$ cat config.mk
export PLATFORM = sky130hd
export DESIGN_NAME = serial_sub
export DESIGN_NICKNAME = d
export VERILOG_FILES = /design/src/rtl/serial_sub_pkg.sv /design/src/rtl/serial_sub_full_sub1bit.sv /design/src/rtl/serial_sub.sv
export SDC_FILE = /design/constraint.sdc
export NUM_CORES = 1
export LEC_CHECK = 0
export CORE_UTILIZATION = 42
export CTS_CLUSTER_DIAMETER = 100
export DETAILED_ROUTE_END_ITERATION = 7
export PLACE_DENSITY_LB_ADDON = 0.3
export SETUP_SLACK_MARGIN = 0.02
export SLEW_MARGIN = 20
export SYNTH_ARGS = -nofsm -noshare
export SYNTH_HDL_FRONTEND = slang
export SYNTH_SLANG_ARGS = --single-unit
export TNS_END_PERCENT = 20
$ cat constraint.sdc
create_clock -name clk -period 1.85 [get_ports clk]
set_clock_uncertainty 0.15 [all_clocks]
set_input_delay 0.37 -clock clk [delete_from_list [all_inputs] [get_ports clk]]
set_output_delay 0.37 -clock clk [all_outputs]
set_load 0.01 [all_outputs]
$ cat src/rtl/serial_sub_pkg.sv
// Shared definitions for the bit-serial subtractor: state encoding and default widths.
package serial_sub_pkg;

   localparam int DEFAULT_N  = 8;
   localparam int DEFAULT_CW = 4;

   // Encoding 2'd3 is unused and recovers to ST_IDLE in the next-state logic.
   typedef enum logic [1:0] {
      ST_IDLE = 2'd0,
      ST_RUN  = 2'd1,
      ST_DONE = 2'd2
   } state_t;

endpackage

$ cat src/rtl/serial_sub_full_sub1bit.sv
// Combinational 1-bit full-subtractor cell: d = x - y - bi, bo = borrow out.
module full_sub1bit (
   output logic d,
   output logic bo,
   input  logic x,
   input  logic y,
   input  logic bi
);

   assign d  = x ^ y ^ bi;
   assign bo = (~x & y) | (~(x ^ y) & bi);

endmodule

$ cat src/rtl/serial_sub.sv
// Bit-serial N-bit subtractor, LSB first, one full-subtractor cell with a registered borrow.
module serial_sub
   import serial_sub_pkg::*;
#(
   parameter int N  = DEFAULT_N,
   parameter int CW = DEFAULT_CW
) (
   input  logic         clk,
   input  logic         rst_n,
   input  logic         start,
   input  logic [N-1:0] a,
   input  logic [N-1:0] b,
   input  logic         bin,
   output logic         busy,
   output logic         done,
   output logic [N-1:0] diff,
   output logic         bout
);

   state_t        state;
   state_t        state_next;
   logic [CW-1:0] cnt;
   logic [N-1:0]  a_sh;
   logic [N-1:0]  b_sh;
   logic [N-1:0]  r_sh;
   logic          borrow;
   logic          cell_d;
   logic          cell_bo;
   logic          last_bit;
   logic          accept;

   full_sub1bit u_cell (
      .d  (cell_d),
      .bo (cell_bo),
      .x  (a_sh[0]),
      .y  (b_sh[0]),
      .bi (borrow)
   );

   assign last_bit = (cnt == CW'(N - 1));
   assign accept   = start && ((state == ST_IDLE) || (state == ST_DONE));

   always_ff @(posedge clk or negedge rst_n) begin
      if (!rst_n) begin
         state <= ST_IDLE;
      end else begin
         state <= state_next;
      end
   end

   always_comb begin
      state_next = state;
      case (state)
         ST_IDLE: if (start) state_next = ST_RUN;
         ST_RUN:  if (last_bit) state_next = ST_DONE;
         ST_DONE: state_next = start ? ST_RUN : ST_IDLE;
         default: state_next = ST_IDLE;
      endcase
   end

   always_comb begin
      busy = 1'b0;
      done = 1'b0;
      case (state)
         ST_RUN:  busy = 1'b1;
         ST_DONE: done = 1'b1;
         default: ;
      endcase
   end

   // The final bit is written straight into diff so the result appears on the edge entering DONE.
   always_ff @(posedge clk or negedge rst_n) begin
      if (!rst_n) begin
         a_sh   <= '0;
         b_sh   <= '0;
         r_sh   <= '0;
         borrow <= 1'b0;
         cnt    <= '0;
         diff   <= '0;
         bout   <= 1'b0;
      end else if (accept) begin
         a_sh   <= a;
         b_sh   <= b;
         r_sh   <= '0;
         borrow <= bin;
         cnt    <= '0;
      end else if (state == ST_RUN) begin
         a_sh   <= a_sh >> 1;
         b_sh   <= b_sh >> 1;
         r_sh   <= {cell_d, r_sh[N-1:1]};
         borrow <= cell_bo;
         cnt    <= cnt + CW'(1);
         if (last_bit) begin
            diff <= {cell_d, r_sh[N-1:1]};
            bout <= cell_bo;
         end
      end
   end

endmodule
Word-level counts from Yosys, hierarchy flattened --
Cells that the tools add are included.
Cells by class: add/subtract/negate cells 1, equality and inequality tests 5, multiplexer cells 16, bitwise operators 8, reduce and logical (&&, ||, !) cells 6
Operators with widths (count):
- $mux 8 | 6
- $mux 4 | 2
- $pmux 2 s3 | 1
- $mux 1 | 5
- $add 4x1->4 const B | 1
- $eq 4x3->1 const B | 1
- $mux 2 | 2
- $ne 2x2->1 const B | 2
- $not 1->1 | 3
- $reduce_and 3->1 | 1
- $and 1x1->1 | 2
- $eq 2x1->1 const B | 1
- $eq 2x2->1 const B | 1
- $logic_not 2->1 | 1
- $reduce_and 2->1 | 1
- $reduce_bool 2->1 | 1
- $xor 1x1->1 | 2
- $logic_and 1x1->1 | 1
- $logic_or 1x1->1 | 1
- $or 1x1->1 | 1
Word-level totals: bits in registers 40, input port bits 20, output and inout bits 11, logic and storage cells 44

Longest topological paths before layout --
Gate-level depths: netlist (run 1).
depth after elaboration 6, depth in mapped cells 6, mapped depth without buffers 4

By module --
A second synthesis (run 1) with hierarchy kept.
Unflattened totals: cells, all modules 142, area total of the unflattened synthesis 1631.6 um^2
Modules (own cells, without submodules):
- serial_sub | times used 1, cells an instance 138, area each 1600.3 um^2, seq. area each 975.9 um^2
- full_sub1bit | times used 1, cells an instance 4, area each 31.3 um^2, seq. area each 0.0 um^2

Worst setup path before layout (run 1) --
OpenSTA, ideal clock, no wires.
path type register to register, from register state[1], to register diff[0], library setup time 0.125 ns, data arrival time 1.341 ns, required time 1.575 ns, slack 0.234 ns, stages on the path, launching flop included 5, path buffers 1, period minus slack after synthesis 1.616 ns, cell sequence dfrtp_1 -> nand2b_1 -> buf_6 -> nor3_4 -> mux2_2
Between the ends: cells in the longest elaborated chain, start to end 5, elaborated cells on any way between the ends 7, those cells by class eq/ne: 2; bitwise: 1; reduce/logical: 4
Ends and longest elaborated chain:
- start: declaration | line serial_sub.sv:20 | state_t state;
- start signal: assignment | line serial_sub.sv:47 | state <= state_next;
- $eq 2x2->1 / $logic_not 2->1 (equally long branches) | line serial_sub.sv:41 | assign accept = start && ((state == ST_IDLE) || (state == ST_DONE));
- $logic_or 1x1->1 | line serial_sub.sv:41
- $logic_and 1x1->1 | line serial_sub.sv:41
- $not 1->1 (no source line)
- $reduce_and 3->1 (no source line) (*)
- end signal: assignment | line serial_sub.sv:94 | diff <= {cell_d, r_sh[N-1:1]};
- end: declaration | line serial_sub.sv:16 | output logic [N-1:0] diff,
Every way passes the cells marked *; elsewhere a longest branch is shown, timed or not. A chain may end at the register's enable or synchronous reset.

Worst setup path after layout (run 1) --
from register state[1], to output port busy
Between the ends: cells in the longest elaborated chain, start to end 2
Ends and longest elaborated chain:
- $eq 2x1->1 | line serial_sub.sv:64 | case (state)
- $mux 1 | line serial_sub.sv:64
- end: declaration | line serial_sub.sv:14 | output logic busy,
Every way passes these cells.

==> metrics.txt, run 1 <==
status finished, final reports clean; first-pass GRT wire length between 4000 and 5000 um; GPL Wtd Cong 0.7542; fraction of layout cells with a size suffix above 1 15.08%; Pwr Density 1686 nW/um^2; fin crit period roughly 1.7 ns; postcts setup bufs 0; Max Clock Freq 0.5725 GHz; synthesized instance count 141; number of synthesized flops with an enable pin 0; Starting Density a little over two fifths; Worst setup EP type primary output; Routed WL 3050 um; most numerous cell in the Yosys netlist dfrtp_1; RSZ-0062 raised after global routing no; via count 1,197; Area contributors post-synth dfrtp_1 (60%), mux2_2 (6.3%), nand2_1 (5.6%), a22o_1 (5.4%), a31oi_1 (3.1%); Tot GR Track Use 16.59%; final antenna-violating net count 0; LEAKAGE 0.0009455 uW; grt met1 use 21.06%; Pwr Total around 3500 uW; grt total ovfl 0; Synth Warn # 0; nets@finish 200; drt drc 0; DPL Wire Length 2057 um; met2 global-route usage 24.47%; final antenna diode count 0; initial drt markers 32; largest net degree at the start of global routing 40; switching share of power 34.60%; fin util 56.75%; initial antenna violation count 0; synthesized area approximately 1600 um^2; wire per inst 13.44 um; placed cell area approximately 2000 um^2; clock share of power 15.6%; Synth cell types 25; cell taking the most area after synthesis dfrtp_1; Peak VDD IR 662.3 uV; average size of a mapped cell 11.48 um^2; Sw Pwr ~1200 uW; Critical Path RT 1.33 ns; placed cell count 218; DIE AREA 4107 um^2; P&R area growth vs syn 29.29%; CTS buffer count 5; Internal between 2000 and 2500 uW; Clock Tree Buf Depth 2; Worst Hold Class flip-flop to flip-flop; fraction of registers with async set/reset 100.0%; core area 3689 um^2; nature of the critical path startpoint flip-flop; vias per cell ~5.3; H-tree depth 2; CP Data Arrival Time 1.23 ns; # rows 22; max cap viols 0; final setup fails 0; Max Slew Vio Count 0; Seq/Total Area, Yosys about three fifths; I/O Pins 31; post-route clock period utilization 94.42%; Least-Margin Pin Slew 0.4696 ns; I/O Buffers 30; Worst Path Max Fanout 4; CTS root buf clkbuf_8; Seq pwr share a little over two fifths; syn nets 163; Synth Flop Type dfrtp_1; Fin. Hold Viols 0; share of the synthesized area in the top cell type between 60% and 70%; Slew HR ~69%; critical path type flip-flop to primary output; flops & latches, synth 39; gr busiest metal met2; DIE WIDTH roughly 64 um; CTS clk-pin slew, worst paths 0.07 ns; drt first pass iters 4; Non-Filler Instances 227; CTS Sinks 39; vias in the first global route 1,094; Clock Latency Late Sink 0.30 ns; CTS tree done; Synth top cells by count dfrtp_1 (39), nand2_1 (24), nor2_1 (11); DIE HEIGHT 64.09 um; Comb pwr share 42.2%; final instance area 2093 um^2; GRT met3 Usage 4.107%
## worst max-delay path: stages (launching register included)
cell	delay, ns
dfrtp_1	0.37
nand2b_1	0.20
inv_2	0.09
dlygate4sd2_1	0.27
## cells by family after synthesis
logic type | count (synthesis) | synth area share, %
AO/OA/AOI/OAI | 27 | 12.60
adder cells (fa/ha/maj) | 2 | 2.009
buffers and inverters | 13 | 3.709
flip-flops | 39 | 60.28
multiplexers | 12 | 8.115
AND/OR/NAND/NOR | 48 | 13.29
## layer usage
metal  up-vias  share of wire, %
met5         -                 0
met4         0               2.1
met3         5               4.8
met2        31                49
met1       593                44
li1        568                 -
## path summary, 6_finish.rpt
kind / end / from / slack, ns / cells after the start
max: busy / state[1] / 0.10 / 3
min: a_sh[4] / a_sh[4] / 0.35 / 2
max reg2reg: diff[1] / state[1] / 0.13 / 5
min reg2reg: a_sh[4] / a_sh[4] / 0.35 / 2
max in group asynchronous: cnt[1] / rst_n / 0.73 / 3
min in group asynchronous: r_sh[6] / rst_n / 0.50 / 3
## placed cells by master, fill, tap and decap left out, drive strengths merged
| master | n |
|---|---|
| dfrtp | 39 |
| clkdlybuf4s50 | 27 |
| nand2 | 24 |
| nor2 | 11 |
| a22o | 10 |
| mux2 | 9 |
| buf | 9 |
| a31oi | 8 |
| clkbuf | 7 |
| nand3 | 5 |
| a22oi | 4 |
| inv | 4 |
| mux2i | 3 |
| nor3 | 3 |
| nand2b | 2 |
| a221o | 2 |
| o21ai | 2 |
| dlygate4sd2 | 2 |
| nor2b | 1 |
| and2b | 1 |
| nand4 | 1 |
| o22ai | 1 |
| fa | 1 |
| ha | 1 |
| clkinv | 1 |
| dlygate4sd3 | 1 |
## power by group through the flow
stage / registers [uW] / logic, uW / clock network, uW
global placement: 1490 / 1460 / 0
CTS: 1490 / 1510 / 561
finish: 1490 / 1490 / 550
floorplan: 1500 / 942 / 0
global route: 1540 / 1650 / 599
detailed placement: 1510 / 1510 / 0
## registers in the layout, summed over array words and instances, names as in the netlist
register and cells:
diff 8, borrow 1, state 2, bout 1, r_sh 7, b_sh 8, cnt 4, a_sh 8
## per-stage QoR
stage                     TNS [ns]  hold slack (ns)  setup WS (ns)
after floorplan                  0         -0.07559         0.2344
after global placement      -1.017           0.2935        -0.1198
after detailed placement    -1.332           0.3020        -0.1410
after CTS                        0           0.3552        0.07689
after global routing             0           0.3770        0.03060
final                            0           0.3525         0.1032
## what timing repair did
item                                    4_1_cts  5_1_grt
gates resized for setup                       3        0
endpoints found under the hold margin        39        0
endpoints found under the setup margin        8        0
hold buffers                                  1        0
## final cells by class
type | count | area [um^2]
fill | 321 | 1595
tap | 48 | 60.06
timing repair buffer | 39 | 375.4
clock inverter | 1 | 5.005
inverter | 4 | 15.01
sequential | 39 | 975.9
multi-input combinational | 89 | 585.6
clock buffer | 7 | 76.32
No activity file was read; power rests on OpenSTA's default activity.
==> run 2, diff against run 1 <==
--- a/config.mk
+++ b/config.mk
@@ -9,7 +9,7 @@
 export CTS_CLUSTER_DIAMETER = 100
 export DETAILED_ROUTE_END_ITERATION = 7
 export PLACE_DENSITY_LB_ADDON = 0.3
-export SETUP_SLACK_MARGIN = 0.02
+export SETUP_SLACK_MARGIN = 0.05
 export SLEW_MARGIN = 20
 export SYNTH_ARGS = -nofsm -noshare
 export SYNTH_HDL_FRONTEND = slang
==> results of run 2 <==
The final DEF is identical to that of run 1. Status: finished, final reports clean.
Main changes from that run: number of gates resized after CTS 3 -> 2; wire length of the first global-routing pass 4968 um -> 4947 um; via count of the first global-routing pass 1094 -> 1097; overall routing resource usage 16.59% -> 16.51%; met1 usage 21.06% -> 20.82%
==> run 3, diff against run 2 <==
--- a/config.mk
+++ b/config.mk
@@ -6,7 +6,7 @@
 export NUM_CORES = 1
 export LEC_CHECK = 0
 export CORE_UTILIZATION = 42
-export CTS_CLUSTER_DIAMETER = 100
+export CTS_CLUSTER_DIAMETER = 120
 export DETAILED_ROUTE_END_ITERATION = 7
 export PLACE_DENSITY_LB_ADDON = 0.3
 export SETUP_SLACK_MARGIN = 0.05
==> results of run 3 <==
The final DEF is identical to that of run 1. Status: finished, final reports clean.
Main changes from that run: number of gates resized after CTS 3 -> 2; wire length of the first global-routing pass 4968 um -> 4947 um; via count of the first global-routing pass 1094 -> 1097; overall routing resource usage 16.59% -> 16.51%; met1 usage 21.06% -> 20.82%
